### config.mk
export PLATFORM = sky130hd
export DESIGN_NAME = ram_arb_2to1
export DESIGN_NICKNAME = d
export VERILOG_FILES = /design/src/rtl/ram_arb_2to1_pkg.sv /design/src/rtl/ram_arb_2to1_rr_arb2.sv /design/src/rtl/ram_arb_2to1.sv
export SDC_FILE = /design/constraint.sdc
export NUM_CORES = 1
export LEC_CHECK = 0
export CAP_MARGIN = 25
export CORE_AREA = 2 2 103 105
export DETAILED_ROUTE_END_ITERATION = 12
export DIE_AREA = 0 0 105 107
export HOLD_SLACK_MARGIN = 0.15
export MAX_ROUTING_LAYER = met4
export SLEW_MARGIN = 40
export SYNTH_ARGS = -nofsm -noshare
export SYNTH_HDL_FRONTEND = slang
export SYNTH_HIERARCHICAL = 1
export SYNTH_SLANG_ARGS = --single-unit
### constraint.sdc
create_clock -name clk -period 2.2 [get_ports clk]
set_input_delay 0.33 -clock clk [delete_from_list [all_inputs] [get_ports clk]]
set_output_delay 0.33 -clock clk [all_outputs]
set_load 0.05 [all_outputs]
### src/rtl/ram_arb_2to1_pkg.sv
// Shared types and helpers for the two-master RAM arbiter.
package ram_arb_pkg;

  localparam int unsigned NUM_MASTERS = 2;
  localparam int unsigned RAM_DW      = 32;

  typedef logic [$clog2(NUM_MASTERS)-1:0] mst_idx_t;

  // One master's request payload. Widths follow the default 32-bit data path.
  typedef struct packed {
    logic [31:0]         addr;
    logic                we;
    logic [RAM_DW/8-1:0] be;
    logic [RAM_DW-1:0]   wdata;
  } ram_req_t;

  // True when addr falls inside the window that starts at base and spans 2**aw bytes.
  // base is expected to be aligned to the window size.
  function automatic logic in_window(input logic [31:0] addr,
                                     input logic [31:0] base,
                                     input int unsigned aw);
    return ((addr ^ base) >> aw) == '0;
  endfunction

endpackage

### src/rtl/ram_arb_2to1_rr_arb2.sv
// Two-way round-robin arbiter: combinational grant, priority flips to the loser.
module rr_arb2
  import ram_arb_pkg::*;
(
  input  logic                   clk,
  input  logic                   rst,
  input  logic [NUM_MASTERS-1:0] req,
  output logic [NUM_MASTERS-1:0] gnt
);

  mst_idx_t prio_q;

  // Grant the lone requester, or the preferred one when both ask.
  always_comb begin
    gnt = '0;
    if (&req) begin
      gnt[prio_q] = 1'b1;
    end else begin
      gnt = req;
    end
  end

  // After granting master 0 prefer master 1 and vice versa.
  always_ff @(posedge clk or posedge rst) begin
    if (rst) begin
      prio_q <= '0;
    end else if (|gnt) begin
      prio_q <= gnt[0];
    end
  end

endmodule

### src/rtl/ram_arb_2to1.sv
// Two-master arbiter in front of the single-port data RAM wrapper.
// Drives the RAM strobe from the granted master and returns a one-cycle response.
module ram_arb_2to1
  import ram_arb_pkg::*;
#(
  parameter int unsigned RAM_SIZE   = 32768,
  parameter int unsigned ADDR_WIDTH = $clog2(RAM_SIZE),
  parameter int unsigned DATA_WIDTH = RAM_DW,
  parameter logic [31:0] BASE_ADDR  = 32'h0010_0000
) (
  input  logic                                     clk,
  input  logic                                     rst_i,
  input  logic [NUM_MASTERS-1:0]                   m_req_i,
  input  logic [NUM_MASTERS-1:0][31:0]             m_addr_i,
  input  logic [NUM_MASTERS-1:0]                   m_we_i,
  input  logic [NUM_MASTERS-1:0][DATA_WIDTH/8-1:0] m_be_i,
  input  logic [NUM_MASTERS-1:0][DATA_WIDTH-1:0]   m_wdata_i,
  output logic [NUM_MASTERS-1:0]                   m_gnt_o,
  output logic [NUM_MASTERS-1:0]                   m_rvalid_o,
  output logic [DATA_WIDTH-1:0]                    m_rdata_o,
  output logic [NUM_MASTERS-1:0]                   m_err_o,
  output logic                                     ram_en_o,
  output logic [ADDR_WIDTH-1:0]                    ram_addr_o,
  output logic                                     ram_we_o,
  output logic [DATA_WIDTH/8-1:0]                  ram_be_o,
  output logic [DATA_WIDTH-1:0]                    ram_wdata_o,
  input  logic [DATA_WIDTH-1:0]                    ram_rdata_i
);

  logic [NUM_MASTERS-1:0] gnt;
  mst_idx_t               gnt_idx;
  logic                   any_gnt;
  ram_req_t               mst_req [NUM_MASTERS];
  ram_req_t               sel;
  logic                   sel_in_range;

  logic                   rvalid_q;
  mst_idx_t               owner_q;
  logic                   err_q;
  logic                   we_q;

  rr_arb2 u_arb (
    .clk (clk),
    .rst (rst_i),
    .req (m_req_i),
    .gnt (gnt)
  );

  assign m_gnt_o = gnt;
  assign any_gnt = |gnt;
  assign gnt_idx = gnt[1];

  // Gather each master's payload into a request record.
  always_comb begin
    for (int unsigned i = 0; i < NUM_MASTERS; i++) begin
      mst_req[i] = '{addr: m_addr_i[i], we: m_we_i[i], be: m_be_i[i], wdata: m_wdata_i[i]};
    end
  end

  // Select the granted master and check its address against the window.
  always_comb begin
    sel          = mst_req[gnt_idx];
    sel_in_range = in_window(sel.addr, BASE_ADDR, ADDR_WIDTH);
  end

  // RAM strobe: only in-window grants enable the RAM; all zero without a grant.
  always_comb begin
    ram_en_o    = 1'b0;
    ram_we_o    = 1'b0;
    ram_addr_o  = '0;
    ram_be_o    = '0;
    ram_wdata_o = '0;
    if (any_gnt) begin
      ram_en_o    = sel_in_range;
      ram_we_o    = sel_in_range & sel.we;
      ram_addr_o  = sel.addr[ADDR_WIDTH-1:0];
      ram_be_o    = sel.be;
      ram_wdata_o = sel.wdata;
    end
  end

  // Record the in-flight transaction; it always retires on the next cycle.
  always_ff @(posedge clk or posedge rst_i) begin
    if (rst_i) begin
      rvalid_q <= 1'b0;
      owner_q  <= '0;
      err_q    <= 1'b0;
      we_q     <= 1'b0;
    end else begin
      rvalid_q <= any_gnt;
      if (any_gnt) begin
        owner_q <= gnt_idx;
        err_q   <= ~sel_in_range;
        we_q    <= sel.we;
      end
    end
  end

  // Route the response to its owner; data only for successful reads.
  always_comb begin
    m_rvalid_o          = '0;
    m_err_o             = '0;
    m_rvalid_o[owner_q] = rvalid_q;
    m_err_o[owner_q]    = rvalid_q & err_q;
    m_rdata_o           = (rvalid_q && !err_q && !we_q) ? ram_rdata_i : '0;
  end

endmodule

## Word-level counts from Yosys, hierarchy flattened

Cells that the tools add are included.

- Output and inout port bits: 91
- Bits in registers: 5
- Bits of input ports: 174
- Logic and storage cells: 40

- Order comparisons: 5
- Bitwise logic cells: 7
- Mux-type cells: 14
- Reduce and logical (&&, ||, !) cells: 9

Operators with widths:

| operator | count |
|---|---|
| 69-bit two-way mux | 3 |
| 32-bit two-way mux | 2 |
| 32-bit logical NOT | 1 |
| 15-bit two-way mux | 1 |
| 2-bit AND | 2 |
| 1-bit logical AND | 4 |
| 1-bit by 2-bit < comparator with 1-bit output, second input constant | 2 |
| 1-bit two-way mux | 4 |
| 4-bit two-way mux | 1 |
| 1-bit AND | 2 |
| 1-bit demux with 1-bit select | 2 |
| 1-bit greater-or-equal comparator, second input constant | 2 |
| 2-bit greater-or-equal comparator, second input constant | 1 |
| 1-bit logical NOT | 2 |
| 2-bit two-way mux | 1 |
| 1-bit NOT | 2 |
| 1-bit NOT with 2-bit output | 1 |
| 2-bit AND reduction | 1 |
| 2-bit OR reduction | 1 |

## Depth between registers and ports, before layout

Gate-level depths: netlist of the first run.

- Depth after elaboration: 13
- Gate-level depth with buffers: 7

## Modules after synthesis

Netlist of the first run, hierarchy kept.

Modules (own cells, without submodules):

| module | instances | cells each | area each (um^2) |
|---|---|---|---|
| ram_arb_2to1 | 1 | 135 | 1053.5 |
| rr_arb2 | 1 | 7 | 56.3 |

## Worst setup path before layout of the first run

OpenSTA, ideal clock, no wires.

- Path type: register to output
- Start: register u_arb.prio_q
- End: output port ram_we_o
- Stages on the path, launching flop included: 4
- Setup slack: -1.309 ns
- Data required time: 1.870 ns
- Arrival: 3.179 ns
- Cells stage by stage: dfrtp_1 -> a21boi_0 -> nand3b_1 -> a222oi_1

RTL lines:

| what | RTL line | source |
|---|---|---|
| start, declared | ram_arb_2to1_rr_arb2.sv:11 | `mst_idx_t prio_q;` |
| start signal, assigned | ram_arb_2to1_rr_arb2.sv:28 | `prio_q <= gnt[0];` |
| 1-bit by 2-bit < comparator with 1-bit output (implied by the code) or 1-bit greater-or-equal comparator (tied branches) | ram_arb_2to1_rr_arb2.sv:17 | `gnt[prio_q] = 1'b1;` |
| 1-bit logical AND (implied by the code) | ram_arb_2to1_rr_arb2.sv:17 |  |
| 1-bit two-way mux (implied by the code) | ram_arb_2to1_rr_arb2.sv:17 |  |
| 1-bit demux with 1-bit select (*) | - |  |
| 2-bit two-way mux (*) | ram_arb_2to1_rr_arb2.sv:16 | `if (&req) begin` |
| net m_gnt_o[0] | ram_arb_2to1.sv:18 | `output logic [NUM_MASTERS-1:0] m_gnt_o,` |
| 2-bit OR reduction (*) | ram_arb_2to1.sv:50 | `assign any_gnt = \|gnt;` |
| 1-bit two-way mux (*) | ram_arb_2to1.sv:73 | `if (any_gnt) begin` |
| end, declared | ram_arb_2to1.sv:24 | `output logic ram_we_o,` |

The timed path passes the listed nets; every way through them passes the cells marked *. The select of a mux whose other input is x is not followed.

## Final worst setup path of the first run

- Start: input port m_addr_i[49] in the netlist's numbering
- End: output port ram_we_o

- Word-level cells in the longest chain between the ends: 6

RTL lines:

| what | RTL line | source |
|---|---|---|
| start, declared | ram_arb_2to1.sv:14 | `input logic [NUM_MASTERS-1:0][31:0] m_addr_i,` |
| 69-bit two-way mux (implied by the code) (3 in series) | ram_arb_2to1.sv:62 | `sel = mst_req[gnt_idx];` |
| 32-bit logical NOT | ram_arb_2to1_pkg.sv:22 | `return ((addr ^ base) >> aw) == '0;` |
| 1-bit AND | ram_arb_2to1.sv:75 | `ram_we_o = sel_in_range & sel.we;` |
| 1-bit two-way mux | ram_arb_2to1.sv:73 |  |

Every way passes these cells. The select of a mux whose other input is x is not followed.

==> insert_results.sql, run 1 <==
INSERT INTO impl_metrics (metric_group, metric, value, unit) VALUES
('status', 'run_status', 'finished with violations', ''),
('status', 'failed_checks', 'negative setup slack', ''),
('logic_synthesis', 'postSynthNetCount', '316', ''),
('logic_synthesis', 'yosys_warnings', '6', ''),
('finish', 'fillers', '933', ''),
('finish', 'post_route_cells_drive_above_1_share', '30.7', '%'),
('power', 'power_per_cell_area', '341', 'mW/mm2'),
('logic_synthesis', 'postSynthAreaPerCell', '7.82', 'um2'),
('worst_setup_path', 'r2r-end', 'err_q', ''),
('sta', 'finalHoldWorstSlack', '0.327', 'ns'),
('cts', 'clock-sinks', '5', ''),
('logic_synthesis', 'synth_area_leader_cell', 'sky130_fd_sc_hd__a22o_1', ''),
('global_routing', 'grt.overflow.total', '0', ''),
('cts', 'cts_max_level', '1', ''),
('worst_setup_path', 'crit_top_cell', 'sky130_fd_sc_hd__buf_4', ''),
('finish', 'final_nets', '586', ''),
('logic_synthesis', 'synth.top_cells.by_count', 'sky130_fd_sc_hd__a22o_1 (51), sky130_fd_sc_hd__and2_1 (34), sky130_fd_sc_hd__nor2_1 (7)', ''),
('cts', 'cts_tree', 'done', ''),
('logic_synthesis', 'synth_async_sr_flop_share', '100', '%'),
('logic_synthesis', 'synth_flop_cell', 'sky130_fd_sc_hd__dfrtp_1', ''),
('global_routing', 'vias_in_the_first_global_route', '2396', ''),
('worst_setup_path', 'cp.arrival', '1.90', 'ns'),
('sta', 'final-hold-violation-count', '0', ''),
('sta', 'min_period_over_period', '101', '%'),
('logic_synthesis', 'synth-seq-cells', '5', ''),
('floorplan', 'design.portCount', '265', ''),
('worst_setup_path', 'critPathSlowestCell', 'sky130_fd_sc_hd__clkdlybuf4s50_1', ''),
('sta', 'slew_headroom', '64.8', '%'),
('sta', 'fin_worst_skew', '0.00577', 'ns'),
('sta', 'finalSetupViolCount', '1', ''),
('global_routing', 'grt_pass1_wl', '12800', 'um'),
('worst_setup_path', 'worstSetupPathType', 'in2out', ''),
('global_routing', 'grt_start_max_net_pins', '40', ''),
('cts', 'max-clock-path-buffers', '2', ''),
('min_path', 'worst_hold_path_type', 'in2async', ''),
('placement', 'place.gp.congestion', '0.857', ''),
('sta', 'final.setup.tns', '-0.0263', 'ns'),
('floorplan', 'start_util', '11.0', '%'),
('placement', 'dp_hpwl', '7980', 'um'),
('floorplan', 'die_h', '107', 'um'),
('worst_setup_path', 'rr_worst_depth', '7', ''),
('sta', 'worstMarginPinSlew', '0.526', 'ns'),
('worst_setup_path', 'path_delay_family', 'buffers and inverters', ''),
('worst_setup_path', 'critPathCaptureType', 'output port', ''),
('global_routing', 'grt_antenna_before_repair', '1', ''),
('flow_run', 'timing.max_cap.violations', '0', ''),
('floorplan', 'core', '0.0101', 'mm2'),
('finish', 'stdcell_count', '548', ''),
('logic_synthesis', 'synth_edf_count', '0', ''),
('sta', 'max_clock_freq', '449', 'MHz'),
('cts', 'clk-insertion-delay-late', '0.22', 'ns'),
('placement', 'placed_cells', '541', ''),
('logic_synthesis', 'synth_top_cells_by_area', 'sky130_fd_sc_hd__a22o_1 (40%), sky130_fd_sc_hd__and2_1 (19%), sky130_fd_sc_hd__dfrtp_1 (11%), sky130_fd_sc_hd__nor4_1 (2.8%), sky130_fd_sc_hd__buf_2 (2.7%)', ''),
('power', 'static-leakage-power', '2.02', 'nW'),
('worst_setup_path', 'worstPathRequired', '1.87', 'ns'),
('finish', 'post-route-cell-area', '0.00502', 'mm2'),
('finish', 'syn_to_final_growth', '353', '%'),
('logic_synthesis', 'yosysTopAreaCellShare', '40.2', '%'),
('sta', 'final_max_slew_viol_count', '0', ''),
('logic_synthesis', 'synthesis.area', '0.00111', 'mm2'),
('worst_setup_path', 'worstPathCellList', 'clkdlybuf4s50_1 > nor4_2 > buf_4 > nand3_2 > a222oi_1 > buf_4 > buf_12', ''),
('logic_synthesis', 'synth_cell_types', '28', ''),
('logic_synthesis', 'syn-instance-count', '142', ''),
('route', 'drt-initial-drc-count', '75', ''),
('finish', 'seqCellArea', '125', 'um2'),
('worst_setup_path', 'startpoint_type', 'primary input', ''),
('sta', 'final.setup.worst_slack', '-0.0263', 'ns'),
('route', 'num_vias', '2265', ''),
('sta', 'timing.final.crit_period', '2.23', 'ns'),
('sta', 'unrepaired_setup_endpoints_after_global_routing', 'yes', ''),
('placement', 'dpl-instance-area', '0.00486', 'mm2');
## sequential cells by signal, summed over array words and instances, names as in the netlist
signal and cells:
u_arb/prio_q 1, we_q 1, rvalid_q 1, err_q 1, owner_q 1
## final cells by class
class | count | area share [%]
antenna | 1 | 0.0498
sequential | 5 | 2.49
timing repair buffer | 280 | 73.0
clock buffer | 4 | 0.897
multi-input combinational | 117 | 19.8
inverter | 5 | 0.374
tap | 136 | 3.39
## layout by cell type, fill, tap and decap left out, drive strengths merged, types with 2 or more instances in the layout
master,synthesis,layout
and2,34,34
nand3,3,3
clkbuf,5,5
nor4,6,6
nand3b,2,2
inv,5,5
dlygate4sd2,0,7
dfrtp,5,5
buf,10,102
clkdlybuf4s50,0,169
a22o,51,51
nor2,7,7
a21boi,2,2
## how the worst max path moves through the flow
| stage | from | endpoint | slack, ns | depth (start not counted) |
|---|---|---|---|---|
| 2_1_floorplan | u_arb/prio_q | ram_we_o | -0.79 | 6 |
| 3_3_place_gp | m_req_i[0] | ram_we_o | -0.30 | 8 |
| 3_5_place_dp | m_req_i[0] | ram_we_o | -0.33 | 8 |
| 4_1_cts | u_arb/prio_q | ram_we_o | -0.05 | 7 |
| 5_1_grt | u_arb/prio_q | ram_we_o | -0.15 | 8 |
| 6_report | m_addr_i[49] | ram_we_o | -0.03 | 7 |
## stage by stage
stage / worst slack [ns] / total power, mW / util, %
after floorplan: -0.792 / 0.683 / -
after global placement: -0.304 / 1.52 / 48.2
after detailed placement: -0.332 / 1.53 / 48.2
after CTS: -0.0529 / 1.72 / 49.1
after global routing: -0.151 / 1.79 / 49.8
final: -0.0263 / 1.71 / 49.8
## routing by layer
metal  vias to the layer above  GRT usage (%)  wire, um
li1                       1082              -         -
met1                      1025           14.9      3020
met2                       156           29.4      5020
met3                         2           3.77       822
met4                         0           3.05        34
met5                         -              -         0
## timing repair
action / 4_1_cts / 5_1_grt
buffers inserted: 1 / 0
endpoints found under the setup margin: 53 / 21
hold buffers: 0 / 0
pin swaps: 9 / 2
cloned: 0 / 1
resized for setup: 18 / 5
## cell families after synthesis
logic type	count (synthesis)	synth area share, %
AOI/OAI and AO/OA	58	45.4
buffers and inverters	20	8.12
DFF	5	11.3
muxes	1	0.902
and+or+nand+nor	58	34.3
## power breakdown
part           internal [mW]  switching (mW)
registers              0.103         0.00727
clock network          0.124          0.0445
logic                  0.775           0.660
total                   1.00           0.711
(Power assumes the default switching activity.)
==> run 2, diff against run 1 <==
--- a/config.mk
+++ b/config.mk
@@ -11,6 +11,7 @@
 export DIE_AREA = 0 0 105 107
 export HOLD_SLACK_MARGIN = 0.15
 export MAX_ROUTING_LAYER = met4
+export RECOVER_POWER = 50
 export SLEW_MARGIN = 40
 export SYNTH_ARGS = -nofsm -noshare
 export SYNTH_HDL_FRONTEND = slang
==> constraint.sdc (replaced) <==
create_clock -name clk -period 2.1 [get_ports clk]
set_input_delay 0.315 -clock clk [delete_from_list [all_inputs] [get_ports clk]]
set_output_delay 0.315 -clock clk [all_outputs]
set_load 0.05 [all_outputs]
==> insert_results.sql, run 2 (synthesis gave the netlist of run 1 again) <==
INSERT INTO impl_metrics (metric_group, metric, value, unit) VALUES
('status', 'run_status', 'finished with violations', ''),
('status', 'failed_checks', 'negative setup slack', ''),
('finish', 'seqCellArea', '125', 'um2'),
('finish', 'fillers', '889', ''),
('worst_setup_path', 'worstPathCellList', 'clkdlybuf4s50_1 > nor4_2 > nand3_2 > a222oi_1 > buf_4 > buf_12', ''),
('route', 'drt-initial-drc-count', '68', ''),
('flow_run', 'timing.max_cap.violations', '0', ''),
('sta', 'max_clock_freq', '453', 'MHz'),
('sta', 'slew_headroom', '64.9', '%'),
('worst_setup_path', 'critPathSlowestCell', 'sky130_fd_sc_hd__clkdlybuf4s50_1', ''),
('sta', 'fin_worst_skew', '0.00354', 'ns'),
('power', 'p_seq_share', '5.8', '%'),
('worst_setup_path', 'critPathCaptureType', 'output port', ''),
('placement', 'placement.io_buffers', '264', ''),
('global_routing', 'grt_pass1_wl', '13300', 'um'),
('sta', 'final.setup.worst_slack', '-0.109', 'ns'),
('power', 'worst_ir_drop_vdd', '228', 'uV'),
('sta', 'final_max_slew_viol_count', '0', ''),
('route', 'detail_route.vias_per_cell', '4.23', ''),
('worst_setup_path', 'worstSetupPathType', 'in2out', ''),
('worst_setup_path', 'startpoint_type', 'primary input', ''),
('placement', 'placed_cells', '542', ''),
('route', 'drcViolationCount', '0', ''),
('sta', 'timing.final.crit_period', '2.21', 'ns'),
('cts', 'max-clock-path-buffers', '2', ''),
('power', 'pwr-share-comb', '85.2', '%'),
('cts', 'clk-insertion-delay-late', '0.22', 'ns'),
('floorplan', 'fp-row-count', '37', ''),
('global_routing', 'grt.overflow.total', '0', ''),
('sta', 'worstMarginPinSlew', '0.526', 'ns'),
('cts', 'cts_tree', 'done', ''),
('power', 'swShare', '40.8', '%'),
('route', 'first_pass_iters', '4', ''),
('sta', 'min_period_over_period', '105', '%'),
('placement', 'detailedPlace.worstSlack', '-0.363', 'ns'),
('global_routing', 'vias_in_the_first_global_route', '2423', ''),
('cts', 'clock-sinks', '5', ''),
('finish', 'final_nets', '594', ''),
('floorplan', 'die_h', '107', 'um'),
('route', 'postRouteWirelength', '9800', 'um'),
('finish', 'syn_to_final_growth', '396', '%'),
('global_routing', 'grt_start_max_net_pins', '33', ''),
('finish', 'layout_common_cells', 'sky130_fd_sc_hd__clkdlybuf4s50_1 (173), sky130_fd_sc_hd__buf_12 (91), sky130_fd_sc_hd__a22o_4 (39), sky130_fd_sc_hd__and2_1 (34), sky130_fd_sc_hd__buf_4 (14)', ''),
('worst_setup_path', 'critical_path.max_fanout', '2', ''),
('cts', 'post_cts_hold_buffer_count', '0', ''),
('power', 'power.share.clock', '9.0', '%'),
('power', 'cell_internal_pwr', '1.17', 'mW'),
('worst_setup_path', 'critPathMaxStageDelay', '0.44', 'ns'),
('cts', 'cts_buffers', '3', ''),
('finish', 'layout.cells.most_common', 'sky130_fd_sc_hd__clkdlybuf4s50_1', ''),
('floorplan', 'core', '0.0101', 'mm2'),
('finish', 'area_of_combinational_cells_with_multiple_inputs', '0.00133', 'mm2'),
('floorplan', 'start_util', '11.0', '%'),
('worst_setup_path', 'worstPathRequired', '1.78', 'ns'),
('finish', 'post_route_cells_drive_above_1_share', '41.3', '%'),
('cts', 'clock_transition_time_at_the_flip_flop_clock_pins_of_the_worst_setup_and_hold_paths', '0.04', 'ns'),
('floorplan', 'design.portCount', '265', ''),
('route', 'avgRoutedWirePerCell', '17.7', 'um'),
('placement', 'place.gp.congestion', '0.853', ''),
('sta', 'final.setup.tns', '-0.166', 'ns'),
('sta', 'finalSetupViolCount', '2', ''),
('finish', 'stdcell_count', '555', ''),
('worst_setup_path', 'path_delay_family', 'buffers and inverters', ''),
('route', 'num_vias', '2345', ''),
('cts', 'cts_max_level', '1', ''),
('floorplan', 'floorplan.die.width', '105', 'um'),
('route', 'antenna_violating_nets_post_route', '0', ''),
('min_path', 'worst_hold_path_type', 'in2async', ''),
('power', 'static-leakage-power', '2.25', 'nW'),
('sta', 'unrepaired_setup_endpoints_after_global_routing', 'yes', ''),
('finish', 'insertedDiodeCount', '0', ''),
('sta', 'final-hold-violation-count', '0', ''),
('global_routing', 'grt_use_total', '15.8', '%'),
('floorplan', 'die_footprint', '0.0112', 'mm2'),
('global_routing', 'grt_antenna_before_repair', '0', ''),
('worst_setup_path', 'crit_buf_inv', '3', ''),
('placement', 'dp_hpwl', '7940', 'um'),
('power', 'power_per_cell_area', '360', 'mW/mm2'),
('worst_setup_path', 'cp.arrival', '1.89', 'ns'),
('cts', 'clock_tree.root_cell', 'sky130_fd_sc_hd__clkbuf_8', ''),
('power', 'total_switching_power', '0.810', 'mW');
## run 2: repair_timing
| item | CTS | global route |
|---|---|---|
| cloned | 2 | 2 |
| pin swaps | 10 | 1 |
| buffers inserted | 6 | 0 |
| setup endpoints to repair | 53 | 53 |
| gates resized for setup | 30 | 34 |
## run 2: worst paths after layout
| check | startpoint | end | slack, ns | depth (start not counted) |
|---|---|---|---|---|
| max in group asynchronous | rst_i | err_q | 1.46 | 2 |
| setup / recovery | m_addr_i[56] | ram_we_o | -0.11 | 6 |
| min in group clk | owner_q | owner_q | 0.53 | 1 |
| hold / removal | rst_i | u_arb/prio_q | 0.43 | 2 |
| hold reg to reg | owner_q | owner_q | 0.53 | 1 |
| setup reg to reg | u_arb/prio_q | err_q | 0.37 | 10 |
## run 2: area by class of cell
class                   count  share of cell area (%)
flip-flops and latches      5                    2.27
repair buffers            288                    69.3
inverters                   5                   0.341
clock buffers               4                   0.818
multi-input cells         117                    24.2
well taps                 136                    3.09
## run 2: metal layers
| layer | part of all wire, % | vias to the layer above | GRT usage (%) |
|---|---|---|---|
| met5 | 0 | - | - |
| met4 | 0.44 | 0 | 2.48 |
| met3 | 8.4 | 4 | 3.65 |
| met2 | 57 | 156 | 31.2 |
| met1 | 35 | 1086 | 16.0 |
| li1 | - | 1099 | - |
## run 2: power by group through the flow
stage	combinational [mW]	sequential (mW)	clock, mW
2_1_floorplan	0.600	0.116	0
3_3_place_gp	1.48	0.116	0
3_5_place_dp	1.49	0.117	0
4_1_cts	1.59	0.116	0.186
5_1_grt	1.75	0.117	0.191
6_report	1.69	0.115	0.179
## run 2: per-stage QoR
stage               power (mW)  utilization [%]  instance area [um2]  hold slack, ns
floorplan                0.716                -                 1120          0.0437
global placement          1.60             48.2                 4870           0.516
detailed placement        1.61             48.2                 4870           0.527
CTS                       1.89             51.5                 5190           0.309
global route              2.06             54.6                 5510           0.447
finish                    1.98             54.6                 5510           0.428
